===== config.mk =====
export PLATFORM = sky130hd
export DESIGN_NAME = wrr_packet_scheduler
export DESIGN_NICKNAME = d
export VERILOG_FILES = /design/src/rtl/packet_filter_pkg.sv /design/src/rtl/rr_priority_pick.sv /design/src/rtl/wrr_packet_scheduler.sv
export SDC_FILE = /design/constraint.sdc
export NUM_CORES = 1
export LEC_CHECK = 0
export ABC_AREA = 1
export CAP_MARGIN = 5
export CORE_UTILIZATION = 55
export CTS_CLUSTER_SIZE = 25
export DETAILED_ROUTE_END_ITERATION = 10
export DONT_BUFFER_PORTS = 1
export GPL_TIMING_DRIVEN = 0
export PLACE_DENSITY = 0.73
export SKIP_LAST_GASP = 1
export SLEW_MARGIN = 10
export SYNTH_ARGS = -nofsm -noshare
export SYNTH_HDL_FRONTEND = slang
export SYNTH_SLANG_ARGS = --single-unit

===== constraint.sdc =====
create_clock -name clk -period 1.8 [get_ports clk]
set_input_delay 0.18 -clock clk [delete_from_list [all_inputs] [get_ports clk]]
set_output_delay 0.18 -clock clk [all_outputs]
set_load 0.005 [all_outputs]

===== src/rtl/packet_filter_pkg.sv =====
// rtl/packet_filter_pkg.sv - shared types and register map for the egress scheduler
package packet_filter_pkg;

   typedef enum logic {IDLE, XFER} sched_state_t;

   localparam logic [7:0] WRR_WEIGHT_BASE = 8'h00;
   localparam logic [7:0] WRR_CTRL        = 8'h10;
   localparam logic [7:0] WRR_CNT_LO      = 8'h11;
   localparam logic [7:0] WRR_CNT_HI      = 8'h12;

   localparam int WRR_WEIGHT_RESET = 1;

endpackage


===== src/rtl/rr_priority_pick.sv =====
// rtl/rr_priority_pick.sv - rotating find-first-set starting at a pointer
module rr_priority_pick #(
   parameter int N_PORTS   = 4,
   parameter int IDX_WIDTH = $clog2(N_PORTS)
) (
   input  logic [N_PORTS-1:0]   req,
   input  logic [IDX_WIDTH-1:0] ptr,
   output logic                 found,
   output logic [IDX_WIDTH-1:0] index
);

   logic [IDX_WIDTH:0] pos;

   // Scan from farthest to nearest so the nearest set bit after ptr wins.
   always_comb begin
      found = 1'b0;
      index = '0;
      pos   = '0;
      for (int k = N_PORTS - 1; k >= 0; k--) begin
         pos = {1'b0, ptr} + (IDX_WIDTH + 1)'(k);
         if (pos >= (IDX_WIDTH + 1)'(N_PORTS))
            pos = pos - (IDX_WIDTH + 1)'(N_PORTS);
         if (req[pos[IDX_WIDTH-1:0]]) begin
            found = 1'b1;
            index = pos[IDX_WIDTH-1:0];
         end
      end
   end

endmodule


===== src/rtl/wrr_packet_scheduler.sv =====
// rtl/wrr_packet_scheduler.sv - packet-granular weighted round-robin egress scheduler
module wrr_packet_scheduler
   import packet_filter_pkg::*;
#(
   parameter int N_PORTS      = 4,
   parameter int IDX_WIDTH    = $clog2(N_PORTS),
   parameter int WEIGHT_WIDTH = 4
) (
   input  logic                           clk,
   input  logic                           reset_n,
   input  logic [7:0]                     writedata,
   input  logic                           write,
   input  logic                           chipselect,
   input  logic [7:0]                     address,
   input  logic                           read,
   output logic [7:0]                     readdata,
   input  logic [IDX_WIDTH-1:0]           egress_port_id,
   input  logic [N_PORTS-1:0]             ingress_valid,
   input  logic [N_PORTS-1:0]             ingress_last,
   input  logic [N_PORTS*IDX_WIDTH-1:0]   ingress_dst,
   input  logic                           egress_ready,
   output logic [IDX_WIDTH-1:0]           selected_ingress,
   output logic [N_PORTS-1:0]             grant,
   output logic                           egress_valid,
   output logic                           egress_last,
   output logic [N_PORTS-1:0]             ingress_ready
);

   sched_state_t            state;
   logic [IDX_WIDTH-1:0]    sel;
   logic [IDX_WIDTH-1:0]    sel_next;
   logic [IDX_WIDTH-1:0]    rr_ptr;
   logic [WEIGHT_WIDTH-1:0] credit;
   logic [WEIGHT_WIDTH-1:0] weight [N_PORTS];
   logic                    enable;
   logic [15:0]             pkt_count;
   logic [7:0]              cnt_shadow;
   logic [N_PORTS-1:0]      eligible;
   logic                    pick_found;
   logic [IDX_WIDTH-1:0]    pick_idx;
   logic                    pkt_end;
   logic                    reg_wr;
   logic                    reg_rd;
   logic [7:0]              weight_ofs;
   logic                    weight_hit;
   logic [7:0]              rd_data;

   always_comb begin
      eligible = '0;
      for (int i = 0; i < N_PORTS; i++)
         eligible[i] = ingress_valid[i] & enable & (weight[i] != '0) &
                       (ingress_dst[i*IDX_WIDTH +: IDX_WIDTH] == egress_port_id);
   end

   rr_priority_pick #(
      .N_PORTS   (N_PORTS),
      .IDX_WIDTH (IDX_WIDTH)
   ) u_pick (
      .req   (eligible),
      .ptr   (rr_ptr),
      .found (pick_found),
      .index (pick_idx)
   );

   assign pkt_end    = (state == XFER) & ingress_valid[sel] & egress_ready & ingress_last[sel];
   assign sel_next   = (sel == IDX_WIDTH'(N_PORTS - 1)) ? '0 : sel + 1'b1;
   assign reg_wr     = chipselect & write;
   assign reg_rd     = chipselect & read;
   assign weight_ofs = address - WRR_WEIGHT_BASE;
   assign weight_hit = weight_ofs < 8'(N_PORTS);

   // Handshake is a straight passthrough of the owner; grant already holds one-hot(sel).
   assign selected_ingress = sel;
   assign egress_valid     = (state == XFER) & ingress_valid[sel];
   assign egress_last      = (state == XFER) & ingress_last[sel];
   assign ingress_ready    = ((state == XFER) && egress_ready) ? grant : '0;

   always_ff @(posedge clk or negedge reset_n) begin
      if (!reset_n) begin
         state  <= IDLE;
         sel    <= '0;
         grant  <= '0;
         rr_ptr <= '0;
         credit <= '0;
      end else begin
         case (state)
            IDLE: begin
               if (pick_found) begin
                  sel   <= pick_idx;
                  grant <= N_PORTS'(1) << pick_idx;
                  state <= XFER;
                  // Remaining credit on the pointer ingress lets it keep its turn.
                  if (!(pick_idx == rr_ptr && credit != '0)) begin
                     credit <= weight[pick_idx];
                     rr_ptr <= pick_idx;
                  end
               end
            end
            XFER: begin
               if (pkt_end) begin
                  state <= IDLE;
                  grant <= '0;
                  if (credit == WEIGHT_WIDTH'(1)) begin
                     credit <= '0;
                     rr_ptr <= sel_next;
                  end else if (credit != '0) begin
                     credit <= credit - 1'b1;
                  end
               end
            end
            default: state <= IDLE;
         endcase
      end
   end

   always_comb begin
      rd_data = '0;
      if (weight_hit) begin
         rd_data = 8'(weight[weight_ofs[IDX_WIDTH-1:0]]);
      end else begin
         case (address)
            WRR_CTRL:   rd_data = {7'd0, enable};
            WRR_CNT_LO: rd_data = pkt_count[7:0];
            WRR_CNT_HI: rd_data = cnt_shadow;
            default:    rd_data = '0;
         endcase
      end
   end

   always_ff @(posedge clk or negedge reset_n) begin
      if (!reset_n) begin
         for (int i = 0; i < N_PORTS; i++)
            weight[i] <= WEIGHT_WIDTH'(WRR_WEIGHT_RESET);
         enable     <= 1'b1;
         pkt_count  <= '0;
         cnt_shadow <= '0;
         readdata   <= '0;
      end else begin
         if (reg_wr && weight_hit)
            weight[weight_ofs[IDX_WIDTH-1:0]] <= writedata[WEIGHT_WIDTH-1:0];
         if (reg_wr && address == WRR_CTRL)
            enable <= writedata[0];
         // A clear in the same cycle as a packet end must win.
         if (reg_wr && address == WRR_CNT_LO)
            pkt_count <= '0;
         else if (pkt_end && pkt_count != 16'hFFFF)
            pkt_count <= pkt_count + 16'd1;
         if (reg_rd) begin
            readdata <= rd_data;
            if (address == WRR_CNT_LO)
               cnt_shadow <= pkt_count[15:8];
         end
      end
   end

endmodule


Yosys cells after proc, flatten, opt, wreduce, memory -nomap -nowiden
Index checks and enable logic that the tools add are counted.
{ "word_totals": {"ff_bits": 62, "in_bits": 40, "output_inout_bits": 20, "wordCells": 148} }
{ "op_classes": {"addsub": 10, "order_cmp": 13, "eq_ne": 16, "n_shift": 1, "n_mux": 56, "bitwise_logic": 21, "n_reduce_logical": 18} }
{ "op_table": {"columns": ["cell", "n"], "rows": [
  ["$mux 4", 13],
  ["$mux 16", 2],
  ["$mux 2", 13],
  ["$eq 8x5->1 const B", 3],
  ["$pmux 8 s3", 1],
  ["$reduce_bool 4->1", 5],
  ["$and 1x1->1", 18],
  ["$add 16x1->16 const B", 1],
  ["$bmux 4 s2", 2],
  ["$bwmux 16", 1],
  ["$ne 16x16->1 const B", 1],
  ["$pmux 4 s2", 2],
  ["$ge 3x3->1 const B", 5],
  ["$lt 2x3->1 const B", 5],
  ["$bmux 1 s2", 6],
  ["$mux 1", 12],
  ["$eq 2x2->1", 5],
  ["$demux 4 s2", 1],
  ["$lt 8x3->1 const B", 1],
  ["$mux 8", 1],
  ["$reduce_and 4->1", 2],
  ["$sub 2x1->2 const B", 4],
  ["$logic_and 1x1->1", 7],
  ["$add 2x2->3 const B", 2],
  ["other kinds (17)", 22]
]} }

Longest topological paths before layout
{ "depth": {"depth_word": 16, "ltp_mapped": 21} }

By module
Synthesis repeated with hierarchy kept, for this count alone.
{ "unflattened": {"hier_cells": 605, "hier_area_um2": 4056.4} }
{ "modules_own_cells": {"columns": ["module", "n_inst", "cells_per_inst", "area_each_um2", "seq_area_each_um2"], "rows": [
  ["wrr_packet_scheduler", 1, 559, 3843.7, 1557.7],
  ["rr_priority_pick", 1, 46, 212.7, 0.0]
]} }

Worst setup path before layout
OpenSTA, ideal clock, no wires.
{ "synth_path": {"path_type": "register -> register", "from": "register enable", "to": "register rr_ptr[0]", "arrival_ns": 1.790, "slack_ns": -0.112, "stages_incl_launch_ff": 19, "path_buffers": 1, "path_cell_list": "dfstp_2 nand2_1 clkinv_1 nand2_1 nor2_2 nand3_1 nand2_2 nand2_2 nand2_1 inv_2 nand2_4 nand2_2 nand2_4 nand2_4 buf_12 inv_2 nor2_1 a21oi_1 o21ai_1"} }
{ "synth_via": {"elab_chain_cells": 13, "word_cells_on_any_way": 36} }
{ "synth_rtl": {"columns": ["item", "line_no", "text"], "rows": [
  ["start: declaration", "wrr_packet_scheduler.sv:35", "logic enable;"],
  ["start signal: assignment", "wrr_packet_scheduler.sv:142", "enable <= writedata[0];"],
  ["$and 1x1->1 (3 in series)", "wrr_packet_scheduler.sv:51", "eligible[i] = ingress_valid[i] & enable & (weight[i] != '0) &"],
  ["$bmux 1 s2", "rr_priority_pick.sv:23", "if (req[pos[IDX_WIDTH-1:0]]) begin"],
  ["$mux 1 (implied by the code)", "rr_priority_pick.sv:23", null],
  ["$mux 2 (4 in series)", "rr_priority_pick.sv:23", null],
  ["$eq 2x2->1", "wrr_packet_scheduler.sv:93", "if (!(pick_idx == rr_ptr && credit != '0)) begin"],
  ["$logic_and 1x1->1", "wrr_packet_scheduler.sv:93", null],
  ["$ne 2x2->1 (no line)", null, null],
  ["$reduce_and 4->1 (no line)", null, null],
  ["end signal: assignment", "wrr_packet_scheduler.sv:95", "rr_ptr <= pick_idx;"],
  ["end signal: assignment", "wrr_packet_scheduler.sv:105", "rr_ptr <= sel_next;"],
  ["end: declaration", "wrr_packet_scheduler.sv:32", "logic [IDX_WIDTH-1:0] rr_ptr;"]
]} }
Several ways; a longest one is shown, not always the timed one. The select of a mux whose other input is x is not followed.
A chain may end at the register's enable or synchronous reset.

Final worst setup path
{ "layout_path": {"from": "register enable", "to": "register credit[2]"} }
{ "layout_via": {"elab_chain_cells": 16, "word_cells_on_any_way": 40} }
{ "layout_rtl": {"columns": ["item", "line_no", "text"], "rows": [
  ["$and 1x1->1 (3 in series)", "wrr_packet_scheduler.sv:51", null],
  ["$bmux 1 s2", "rr_priority_pick.sv:23", null],
  ["$mux 1 (implied by the code)", "rr_priority_pick.sv:23", null],
  ["$mux 2 (4 in series)", "rr_priority_pick.sv:23", null],
  ["$not 2->3 (implied by the code)", "wrr_packet_scheduler.sv:94", "credit <= weight[pick_idx];"],
  ["$bmux 4 s2", "wrr_packet_scheduler.sv:94", null],
  ["$mux 4 (implied by the code) (2 in series)", "wrr_packet_scheduler.sv:94", null],
  ["$mux 4", "wrr_packet_scheduler.sv:93", null],
  ["$mux 4", "wrr_packet_scheduler.sv:88", "if (pick_found) begin"],
  ["$pmux 4 s2", "wrr_packet_scheduler.sv:86", "case (state)"],
  ["end signal: assignment", "wrr_packet_scheduler.sv:94", null],
  ["end signal: assignment", "wrr_packet_scheduler.sv:107", "credit <= credit - 1'b1;"],
  ["end: declaration", "wrr_packet_scheduler.sv:33", "logic [WEIGHT_WIDTH-1:0] credit;"]
]} }
Several ways; a longest one is shown, not always the timed one. The select of a mux whose other input is x is not followed.

==> impl_metrics.toml <==
[synthesis]
synthMuxAreaShare_pct = 0.589
synthTopCellsByArea = "dfrtp_1, nand2_1, inv_1, o21ai_0, nor2_1"
synthAdderAreaFrac_pct = 1.31
ys_types = 43
ys_warn_count = 0
synth-main-ff-cell = "dfrtp_1"
yosys.area.top_type = "dfrtp_1"
synth_xor_area_share_pct = 0.688
syn-cell-area_um2 = 3820
synth_cells = 533
synth-edff-count = 0
yosys.area_share.simple_pct = 32.9
synth_seq_cells = 62
ys_async_sr_fraction_pct = 100
synth_top_family_by_area = "simple AND/OR/NAND/NOR gates"
avgSynthCellArea_um2 = 7.17
synth_seq_area_share_pct = 40.8
synth_top_area_share_pct = 37.3
syn_nets = 577
synth_compound_area_share_pct = 15.1

[global_routing]
gr-total-overflow = 0
grt_pass1_vias = 3453
grt_use_total_pct = 28.4
grt_first_pass_wirelength_um = 15900
grt_max_degree = 63
grt_antenna_before_repair = 0

[setup_path]
rrSetupSlack_ps = -390
rr_startpoint = "enable"
crit_path_frequent_cell = "nand2_2"
crit_fanout = 5
cp_num_buf_inv = 3
cp-end-kind = "register"
critPathSlowestCell = "dfstp_2"
crit_chain = "nand2_2, inv_2, nand2_2, nor2_2, nand3_1, nand2_2, nand2_4, nand2_2, inv_4, nand2_4, nand2_4, nand2_4, buf_12, nand2_2, nand2_2, nand2_1, nand2_1, nand2_2, a21oi_2"
crit_required_ps = 2090
criticalPathCategory = "reg2reg"
r2r-end = "credit[2]"
r2r_cells = 19
crit_arrival_ps = 2480
crit_path_max_incr_delay_ps = 630
crit_family = "simple AND/OR/NAND/NOR gates"
crit_path_start_kind = "register"

[power]
leakage_nw = 2.28
irDropWorstVdd_mv = 0.468
power_density_nw_per_um2 = 902
total_power_mw = 4.23

[detailed_routing]
routed_via_density = 5.75
post_drt_wl_per_cell_um = 15.8
routed_wl_um = 10400
first_pass_iters = 5
drtIter0Drc = 164
vias = 3789
drc_errors = 0
ant_nets = 0

[sta]
hold_violations = 0
slew_headroom_pct = 48.8
max_slew.worst_pin.slew_ps = 760
max_freq_ghz = 0.457
fin_crit_ps = 2190
fin_ws_ps = -390
fin_worst_skew_ps = 7.81
rsz0062_at_grt = "true"
min_period_over_period_pct = 122
setup_violations = 26
drv_slew = 0

[hold_path]
hold_path_end = "weight[2]"
hold_depth = 2
hold_path_class = "in2reg"
min-delay-start = "writedata[2]"

[layout]
layout.nets = 618
antennaDiodeCount = 0
finish.utilization_pct = 69.4
area_delta_synth_final_pct = 22.6
drive_gt1_share_pct = 28.0

[clock_tree]
htreeDepth = 3
clock_latency_ps = 350
root_buffer = "clkbuf_8"
cts_tree = "built"
cts_inserted_buffers = 9
clock_sinks = 62
clk_pin_slew_ps = 80
clock_path_buffers = 2

[placed_design]
pre_cts_ws_ps = -464
place.gp.congestion = 0.900
port_buffers = 0
hpwlAfterDp_um = 6780

[floorplan]
io_pins = 60
start_util_pct = 56.6
coreArea_um2 = 6760
row_count = 30
die_area_um2 = 7280
die_h_um = 85.4
die_x_um = 85.4

[flow_run]
max-cap-violations = 0

[status]
status = "finished with violations"
violations = "setup timing"
[cell usage after synthesis (5+ instances only)]
library cell,n
nand2_1,154
inv_1,61
dfrtp_1,57
nor2_1,50
o21ai_0,44
nand3_1,36
a21oi_1,17
nand2_2,15
inv_2,10
nor3_1,9
nor2_2,7
clkinv_1,6
dfstp_2,5
[cells by family (layout without fill, tap and decap cells)]
| logic type | after synthesis | in the layout |
|---|---|---|
| AOI/OAI and AO/OA | 94 | 94 |
| muxes | 2 | 2 |
| DFF | 62 | 62 |
| and+or+nand+nor | 286 | 286 |
| adders and majority gates | 4 | 4 |
| xor gates and xnor gates | 3 | 3 |
| buffers and inverters | 82 | 128 |
[what timing repair did]
item,in CTS,in global routing
hold buffers,2,0
pin swaps,33,27
buffers inserted,18,10
cloned,1,0
endpoints found under the setup margin,24,29
resized for setup,46,51
endpoints found under the hold margin,62,0
[registers in the layout (all words and copies together) (netlist names)]
| name | cells |
|---|---|
| enable | 1 |
| pkt_count | 16 |
| selected_ingress | 2 |
| rr_ptr | 2 |
| grant | 4 |
| state | 1 |
| credit | 4 |
| readdata | 8 |
| cnt_shadow | 8 |
| weight | 16 |
[how the worst max path moves through the flow]
stage,startpoint,to,slack (ps),depth (start not counted)
finish,enable,credit[2],-390,19
global route,enable,credit[2],-530,19
CTS,enable,credit[2],-380,19
detailed placement,enable,credit[2],-460,13
global placement,enable,credit[3],-410,13
floorplan,enable,rr_ptr[0],-110,18
[where the power goes]
group	switching (mW)	internal [mW]	total [mW]	leakage, nW
registers	0.257	1.60	1.86	0.773
clock network	0.585	0.497	1.08	0.0776
logic	0.808	0.476	1.28	1.42
total	1.65	2.58	4.23	2.28
[layer usage]
metal  wire length (um)  vias up  global-route usage [%]
li1                   -     1819                       -
met1               4410     1790                    36.1
met2               5050      149                    46.3
met3                607       31                    6.52
met4                333        0                    13.5
met5                  0        -                       0
[cell usage in the layout (no fill, tap or decap), types with 6 or more instances in the layout]
cell / count
buf_4: 23
o21ai_1: 10
nor2_2: 13
nand2_1: 135
nand2_2: 31
inv_2: 15
nor3_1: 6
dfrtp_1: 55
clkbuf_8: 9
a21oi_1: 16
o21ai_0: 35
nor2_1: 41
nand3_1: 28
nand2_4: 7
inv_1: 55
buf_6: 6
[cell type report]
| cell class | count | area, um2 |
|---|---|---|
| plain buffers | 4 | 36.3 |
| clock buffers | 9 | 124 |
| clock inverters | 7 | 48.8 |
| fillers | 552 | 2070 |
| inverters | 77 | 305 |
| multi-input cells | 389 | 2210 |
| flip-flops and latches | 62 | 1560 |
| well taps | 80 | 100 |
| repair buffers | 31 | 298 |
[per-stage QoR]
step,cell area (um2),TNS (ps),instances,hold WS [ps]
2_1_floorplan,3830,-773,533,-116
3_3_place_gp,3930,-5630,613,-113
3_5_place_dp,3930,-6690,613,-112
4_1_cts,4430,-4030,649,40.9
5_1_grt,4690,-8950,659,66.3
6_report,4690,-5570,659,51.0
No activity file was read; power rests on OpenSTA's default activity.
